<file path="src/rtl/ysyx_23060251_imm_pkg.sv">
// rtl/ysyx_23060251_imm_pkg.sv - select indices, field widths and helpers shared by immediate generation
package ysyx_23060251_imm_pkg;

  localparam int SEL_I  = 0;
  localparam int SEL_S  = 1;
  localparam int SEL_B  = 2;
  localparam int SEL_U  = 3;
  localparam int SEL_J  = 4;
  localparam int SEL_Z  = 5;
  localparam int SEL_CI = 6;
  localparam int SEL_CB = 7;
  localparam int SEL_CJ = 8;

  localparam int NSEL_BASE = 6;
  localparam int NSEL_RVC  = 9;

  localparam int W_I  = 12;
  localparam int W_S  = 12;
  localparam int W_B  = 13;
  localparam int W_U  = 32;
  localparam int W_J  = 21;
  localparam int W_Z  = 5;
  localparam int W_CI = 6;
  localparam int W_CB = 9;
  localparam int W_CJ = 12;

  localparam int XLEN_LEGAL_LO = 32;
  localparam int XLEN_LEGAL_HI = 64;

  typedef enum logic [1:0] {
    BUF_EMPTY,
    BUF_ONE,
    BUF_FULL
  } buf_state_e;

  function automatic bit xlen_legal(input int xlen);
    return (xlen == XLEN_LEGAL_LO) || (xlen == XLEN_LEGAL_HI);
  endfunction

  // Sign-extend a w-bit field held right-aligned (upper bits zero) in 32 bits.
  function automatic logic [31:0] sext32(input logic [31:0] v, input int w);
    logic [31:0] m;
    m = 32'(1) << (w - 1);
    return (v ^ m) - m;
  endfunction

endpackage

</file>
<file path="src/rtl/imm_extract.sv">
// rtl/imm_extract.sv - combinational immediate extraction: instruction + one-hot select -> extended immediate
module imm_extract
  import ysyx_23060251_imm_pkg::*;
#(
  parameter int XLEN    = 32,
  parameter int HAS_RVC = 0,
  localparam int NSEL   = (HAS_RVC != 0) ? NSEL_RVC : NSEL_BASE
) (
  input  logic [31:0]      inst,
  input  logic [NSEL-1:0]  sel,
  output logic [XLEN-1:0]  imm,
  output logic             err
);

  logic [NSEL_RVC-1:0] sel_full;
  logic [31:0]         cand [NSEL_RVC];
  logic [31:0]         imm32;
  logic                unused_quadrant;

  // Without RVC the compressed select bits read as zero, so those candidates never contribute.
  assign sel_full        = NSEL_RVC'(sel);
  assign unused_quadrant = ^inst[1:0];

  assign cand[SEL_I]  = sext32({20'b0, inst[31:20]}, W_I);
  assign cand[SEL_S]  = sext32({20'b0, inst[31:25], inst[11:7]}, W_S);
  assign cand[SEL_B]  = sext32({19'b0, inst[31], inst[7], inst[30:25], inst[11:8], 1'b0}, W_B);
  assign cand[SEL_U]  = sext32({inst[31:12], 12'b0}, W_U);
  assign cand[SEL_J]  = sext32({11'b0, inst[31], inst[19:12], inst[20], inst[30:21], 1'b0}, W_J);
  assign cand[SEL_Z]  = {27'b0, inst[19:15]};
  assign cand[SEL_CI] = sext32({26'b0, inst[12], inst[6:2]}, W_CI);
  assign cand[SEL_CB] = sext32({23'b0, inst[12], inst[6:5], inst[2], inst[11:10],
                                inst[4:3], 1'b0}, W_CB);
  assign cand[SEL_CJ] = sext32({20'b0, inst[12], inst[8], inst[10:9], inst[6], inst[7],
                                inst[2], inst[11], inst[5:3], 1'b0}, W_CJ);

  // OR-merge keeps multi-hot selects deterministic; bit 31 extension distributes over the OR.
  always_comb begin
    imm32 = '0;
    for (int i = 0; i < NSEL_RVC; i++) begin
      if (sel_full[i]) imm32 = imm32 | cand[i];
    end
    imm = XLEN'($signed(imm32));
    err = |(sel_full & (sel_full - NSEL_RVC'(1)));
  end

endmodule

</file>
<file path="src/rtl/imm_gen_stage.sv">
// rtl/imm_gen_stage.sv - registered immediate-generation stage with output register plus one skid entry
module imm_gen_stage
  import ysyx_23060251_imm_pkg::*;
#(
  parameter int XLEN    = 32,
  parameter int HAS_RVC = 0,
  parameter int TAG_W   = 32,
  localparam int NSEL   = (HAS_RVC != 0) ? NSEL_RVC : NSEL_BASE
) (
  input  logic             clk,
  input  logic             rst,
  input  logic             in_valid_i,
  output logic             in_ready_o,
  input  logic [31:0]      inst_i,
  input  logic [NSEL-1:0]  imm_sel_i,
  input  logic [TAG_W-1:0] tag_i,
  output logic             out_valid_o,
  input  logic             out_ready_i,
  output logic [XLEN-1:0]  imm_o,
  output logic [TAG_W-1:0] tag_o,
  output logic             sel_err_o
);

  buf_state_e       state, state_next;
  logic [XLEN-1:0]  ext_imm, main_imm, skid_imm;
  logic             ext_err, main_err, skid_err;
  logic [TAG_W-1:0] main_tag, skid_tag;
  logic             accept, emit;
  logic             load_main, load_skid, main_from_skid;

  imm_extract #(
    .XLEN    (XLEN),
    .HAS_RVC (HAS_RVC)
  ) u_extract (
    .inst (inst_i),
    .sel  (imm_sel_i),
    .imm  (ext_imm),
    .err  (ext_err)
  );

  // Ready decodes only the state register, so out_ready_i never reaches in_ready_o.
  assign in_ready_o  = (state != BUF_FULL);
  assign out_valid_o = (state != BUF_EMPTY);
  assign accept      = in_valid_i & in_ready_o;
  assign emit        = out_valid_o & out_ready_i;

  always_comb begin
    state_next     = state;
    load_main      = 1'b0;
    load_skid      = 1'b0;
    main_from_skid = 1'b0;
    unique case (state)
      BUF_EMPTY: begin
        if (accept) begin
          state_next = BUF_ONE;
          load_main  = 1'b1;
        end
      end
      BUF_ONE: begin
        if (accept && emit) begin
          load_main = 1'b1;
        end else if (accept) begin
          state_next = BUF_FULL;
          load_skid  = 1'b1;
        end else if (emit) begin
          state_next = BUF_EMPTY;
        end
      end
      BUF_FULL: begin
        if (emit) begin
          state_next     = BUF_ONE;
          load_main      = 1'b1;
          main_from_skid = 1'b1;
        end
      end
      default: state_next = BUF_EMPTY;
    endcase
  end

  always_ff @(posedge clk) begin
    if (rst) begin
      state    <= BUF_EMPTY;
      main_imm <= '0;
      main_tag <= '0;
      main_err <= 1'b0;
      skid_imm <= '0;
      skid_tag <= '0;
      skid_err <= 1'b0;
    end else begin
      state <= state_next;
      if (load_main) begin
        main_imm <= main_from_skid ? skid_imm : ext_imm;
        main_tag <= main_from_skid ? skid_tag : tag_i;
        main_err <= main_from_skid ? skid_err : ext_err;
      end
      if (load_skid) begin
        skid_imm <= ext_imm;
        skid_tag <= tag_i;
        skid_err <= ext_err;
      end
    end
  end

  assign imm_o     = main_imm;
  assign tag_o     = main_tag;
  assign sel_err_o = main_err;

endmodule

</file>
<file path="config.mk">
export PLATFORM = sky130hd
export DESIGN_NAME = imm_gen_stage
export DESIGN_NICKNAME = d
export VERILOG_FILES = /design/src/rtl/ysyx_23060251_imm_pkg.sv /design/src/rtl/imm_extract.sv /design/src/rtl/imm_gen_stage.sv
export SDC_FILE = /design/constraint.sdc
export NUM_CORES = 1
export LEC_CHECK = 0
export CORE_MARGIN = 10
export CORE_UTILIZATION = 40
export DETAILED_ROUTE_END_ITERATION = 16
export GPL_ROUTABILITY_DRIVEN = 0
export GPL_TIMING_DRIVEN = 0
export HOLD_SLACK_MARGIN = 0.05
export PLACE_DENSITY = 0.75
export SYNTH_ARGS = -nofsm -noshare
export SYNTH_HDL_FRONTEND = slang
export SYNTH_SLANG_ARGS = --single-unit
</file>
<file path="constraint.sdc">
create_clock -name clk -period 5.5 [get_ports clk]
set_clock_uncertainty 0.2 [all_clocks]
set_input_delay 1.1 -clock clk [delete_from_list [all_inputs] [get_ports clk]]
set_output_delay 1.1 -clock clk [all_outputs]
set_load 0.02 [all_outputs]
</file>
---- Word-level counts from Yosys, hierarchy flattened ----
Cells that the tools add are included.
cells by class
  $add $sub $neg .......................... 6
  multipliers ............................. 0
  divide/modulo/power cells ............... 0
  magnitude comparators ................... 0
  equal/unequal tests ..................... 7
  shift operators ......................... 0
  mux-type cells .......................... 22
  bitwise operators ....................... 9
  reductions and logical operators ........ 5
operators with widths
  cell                    count
  $mux 32                 8
  $or 32x32->32           4
  $or 32x5->32            1
  $sub 32x32->32 const B  1
  $sub 12x12->13 const B  2
  $sub 21x21->22 const B  1
  $sub 13x13->14 const B  1
  $mux 2                  5
  $and 6x9->9             1
  $reduce_or 9->1         1
  $ne 2x2->1 const B      4
  $mux 1                  7
  $sub 6x1->7 const B     1
  $pmux 2 s3              1
  $reduce_and 4->1        1
  $ne 3x3->1 const B      1
  $pmux 1 s3              1
  $and 1x1->1             2
  $eq 2x1->1 const B      1
  $eq 2x2->1 const B      1
  $logic_not 2->1         1
  $reduce_bool 2->1       1
  $logic_and 1x1->1       1
  $not 1->1               1
storage, ports and cells
  register bits ........................... 132
  latch bits .............................. 0
  bits in writable memories ............... 0
  bits in read-only memories .............. 0
  output and inout port bits .............. 67
  memories kept ........................... 0

---- Longest topological paths before layout ----
  word-level depth ........................ 14
  gate-level depth with buffers ........... 8
  mapped depth without buffers ............ 4

---- Modules after synthesis ----
A second synthesis with hierarchy kept.
unflattened totals
  cells, all modules ...................... 747
  area total of the unflattened synthesis .. 6234.7 µm²
modules (own cells, without submodules)
  module         times used  cells each  area each (µm²)  seq. area each (µm²)
  imm_gen_stage  1           679         5840.6           2642.5
  imm_extract    1           68          394.1            0.0

---- Least setup slack after synthesis ----
Ideal clock, no wire load.
  kind .................................... input to register
  from .................................... in imm_sel_i[2]
  to ...................................... reg skid_imm[31]
  library setup time ...................... 132 ps
  arrival ................................. 2264 ps
  required time ........................... 5168 ps
  path slack .............................. 2904 ps
  stages on the path ...................... 6
  path through ............................ clkbuf_2 or4_1 clkbuf_1 buf_2 o211ai_1 a21oi_1
between the ends
  word-level cells in the longest chain between the ends .. 7
ends and longest elaborated chain
  element               line                 source
  start, declared       imm_gen_stage.sv:15  input logic [NSEL-1:0] imm_sel_i,
  $mux 32 (*)           imm_extract.sv:40    if (sel_full[i]) imm32 = imm32 | cand[i];
  $or 32x32->32         imm_extract.sv:40
  $mux 32 (*)           imm_extract.sv:40
  $or 32x32->32         imm_extract.sv:40
  $mux 32 (*)           imm_extract.sv:40
  $or 32x5->32          imm_extract.sv:40
  $mux 32 (*)           imm_extract.sv:40
  end signal, assigned  imm_gen_stage.sv:97  skid_imm <= ext_imm;
  end, declared         imm_gen_stage.sv:25  logic [XLEN-1:0] ext_imm, main_imm, skid_imm;
Mark *: on every way between the ends. The rest lies on a longest branch, timed or not.
A chain may end at the register's enable or synchronous reset.

---- Worst setup path in the final report ----
  from .................................... reg state[1]
  to ...................................... out out_valid_o
between the ends
  word-level cells in the longest chain between the ends .. 1
ends and longest elaborated chain
  element                 line                 source
  start, declared         imm_gen_stage.sv:24  buf_state_e state, state_next;
  start signal, assigned  imm_gen_stage.sv:90  state <= state_next;
  $reduce_bool 2->1       imm_gen_stage.sv:43  assign out_valid_o = (state != BUF_EMPTY);
  end, declared           imm_gen_stage.sv:17  output logic out_valid_o,
Every way passes these cells.

==> flow_metrics.tcl <==
set metrics [dict create \
    outcome "complete, no violations" \
    drc 0 \
    min_period_ps 3320 \
    track_usage_pct 17.87 \
    vdd_drop_max_v 0.0002530 \
    yosysWarnings 0 \
    hold_viol 0 \
    worst_pin_slew_ps 723.2 \
    drt_first_iter_violations 416 \
    synth_mux_area_share_pct 0.2605 \
    cts_hold_buf 0 \
    maxCapViolCount 0 \
    cp_data_arrival_time_ps 2020 \
    cp_max_fo 10 \
    clock_latency_ps 420 \
    post_cts_resized 0 \
    syn2layout_area_growth_pct 36.63 \
    cts-htree-levels 4 \
    post-synth-top-area-cell "dfxtp_1" \
    vias_per_cell 5.452 \
    numPortBuffers 129 \
    cts_root_buf "clkbuf_16" \
    required_ps 4200 \
    hp-class "reg2reg" \
    synthXorXnorAreaFrac_pct 0 \
    crit_path_end_kind "output pin" \
    start_util_pct 41.20 \
    final_nets 921 \
    drive_gt1_share_pct 10.26 \
    grt_overflow_total 0 \
    yosysSeqAreaShare_pct 45.85 \
    slew_viol_final 0 \
    setup_viol 0 \
    wl_per_cell_um 17.58 \
    synthSimpleGateAreaFrac_pct 20.71 \
    fin_crit_sh_pct 60.37 \
    syn_inst 699 \
    synth.cell_area_um2 5763 \
    die_y_um 140.0 \
    start_kind "flop" \
    fin_setup_tns_ps 0 \
    syn_area_per_cell_um2 8.245 \
    power_density_nw_per_um2 340.8 \
    rsz0062_at_grt "false" \
    slew_headroom_pct 51.79 \
    cts_tree "done" \
    num_vias 5659 \
    rows 43 \
    ant_nets 0 \
    ys_types 39 \
    antenna_cells 0 \
    fp.coreArea_um2 13990 \
    synthAdderAreaFrac_pct 0 \
    synth_nets 773 \
    die_area_um2 19610 \
    die_w_um 140.0 \
    yosysTopAreaCellShare_pct 45.85 \
    n_fill_cell 1308 \
    synth_top_family_by_area "compound AO/OA/AOI/OAI gates" \
    fin_cells 1038 \
    wirelength_um 18250 \
    clk_pin_slew_ps 50 \
    clockBufferDepth 2 \
    dp.cells 1008 \
    power_leakage_nw 2.896 \
    synthTopCellsByArea "dfxtp_1, nand2_1, a21oi_1" \
    cts_buffers 17 \
    post-cts-setup-buffer-count 0 \
    path_class "reg2out" \
    grt_pass1_vias 5623 \
    fmax_mhz 301.2 \
    dr.pass1.iters 5 \
    synth_compound_area_share_pct 26.99 \
    grt_pass1_wl_um 29000 \
    ys_ff_latch 132 \
    ios 141 \
    cts.sinks 132 \
    place_hpwl_um 13390 \
    grt_max_degree 17 \
    antenna_found_initial 0 \
]
==> layout by cell type, fill, tap and decap left out, types with 4 or more instances in the layout <==
master           instances
a211oi_1                21
clkbuf_1                40
nand3_1                 17
nand2_1                168
buf_2                   25
nand4_1                  4
clkbuf_16               17
a31o_2                   4
a311oi_2                20
o211a_1                 11
o211ai_1                11
nor2_1                  66
a21oi_1                 83
a2111oi_0                5
o22ai_1                 11
dfxtp_1                132
clkbuf_8                 4
nand3b_1                12
buf_6                    5
a211o_1                  5
clkdlybuf4s50_1        129
o21ai_0                  9
a311oi_1                20
==> Yosys cell counts <==
cell type  number
a211o_1         5
or4_1           3
o211ai_1       11
a222oi_1        1
nor2_1         66
or2_2           3
a311oi_2       20
and3b_1         2
o31a_1          1
nand4_1         4
o21ai_0         9
a21oi_1        83
buf_6           5
clkbuf_2        2
mux2_4          1
o22ai_1        11
a2111oi_0       5
or3_1           3
nor3_1          3
clkbuf_1       35
nand3b_1       12
inv_1           2
a22oi_1         2
a31o_1          1
dfxtp_1       132
nand3_1        17
a21o_1          2
a221oi_1        1
a311oi_1       20
o211a_1        11
buf_2          25
buf_4           2
nand2b_1        1
nor3_4          1
buf_1           3
a31o_2          4
o41a_1          1
nand2_1       168
a211oi_1       21
==> flip-flops by register name, indices dropped and copies added (netlist names) <==
| name | cells |
|---|---|
| tag_o | 32 |
| skid_err | 1 |
| state | 2 |
| skid_tag | 32 |
| skid_imm | 32 |
| sel_err_o | 1 |
| imm_o | 32 |
==> power breakdown <==
part,switching [mW],internal [mW]
clock network,0.390,0.756
registers,0.0352,1.02
logic,0.262,0.217
==> routing by layer <==
layer  global-route usage [%]  vias to the layer above  routed length (um)
met2                    29.32                      210                8704
met1                    21.22                     2622                7712
met4                    7.826                        0                 621
met5                        0                        -                   0
li1                         -                     2774                   -
met3                    5.139                       53                1209
==> cells by family after synthesis <==
kind of cell	count (synthesis)
multiplexers	1
buffers and inverters	74
AND/OR/NAND/NOR	283
AO/OA/AOI/OAI	209
flip-flops	132
==> critical path: stages (launching register included) <==
cell and delay [ps]:
dfxtp_1 320, buf_6 140, clkbuf_1 360, or2_2 190, clkdlybuf4s50_1 590
==> final cells by class <==
cell class / instances / area (um2) / share of cell area, %
Clock inverter: 4 / 95.09 / 1.208
Sequential cell: 132 / 2643 / 33.56
Tap cell: 180 / 225.2 / 2.860
Inverter: 2 / 7.507 / 0.09534
Buffer: 72 / 349.1 / 4.434
Clock buffer: 26 / 499.2 / 6.340
Timing Repair Buffer: 129 / 1291 / 16.40
Multi-Input combinational cell: 493 / 2764 / 35.10
==> final timing paths <==
| path | slack, ps | depth (start not counted) | endpoint | startpoint |
|---|---|---|---|---|
| worst max register to register | 3210 | 6 | skid_imm[1]$_SDFFE_PP0P_ | state[1]$_SDFFE_PP0P_ |
| worst min-delay path | 250 | 2 | skid_tag[11]$_SDFFE_PP0P_ | skid_tag[11]$_SDFFE_PP0P_ |
| worst max-delay path | 2180 | 4 | out_valid_o | state[1]$_SDFFE_PP0P_ |
| worst min register to register | 250 | 2 | skid_tag[11]$_SDFFE_PP0P_ | skid_tag[11]$_SDFFE_PP0P_ |
==> per-stage QoR <==
| stage | worst slack, ps | hold WS, ps | area [um2] | total power [mW] | util (%) |
|---|---|---|---|---|---|
| 3_3_place_gp | 2172 | 240.9 | 7279 | 1.550 | 52.04 |
| 3_5_place_dp | 2149 | 246.5 | 7279 | 1.556 | 52.04 |
| 6_report | 2180 | 252.8 | 7874 | 2.684 | 56.29 |
| 5_1_grt | 2057 | 270.7 | 7874 | 2.783 | 56.29 |
| 2_1_floorplan | 2904 | 236.0 | 5763 | 1.336 | - |
| 4_1_cts | 2183 | 253.9 | 7874 | 2.694 | 56.29 |
Note: power is estimated with default switching activity, not from simulation.
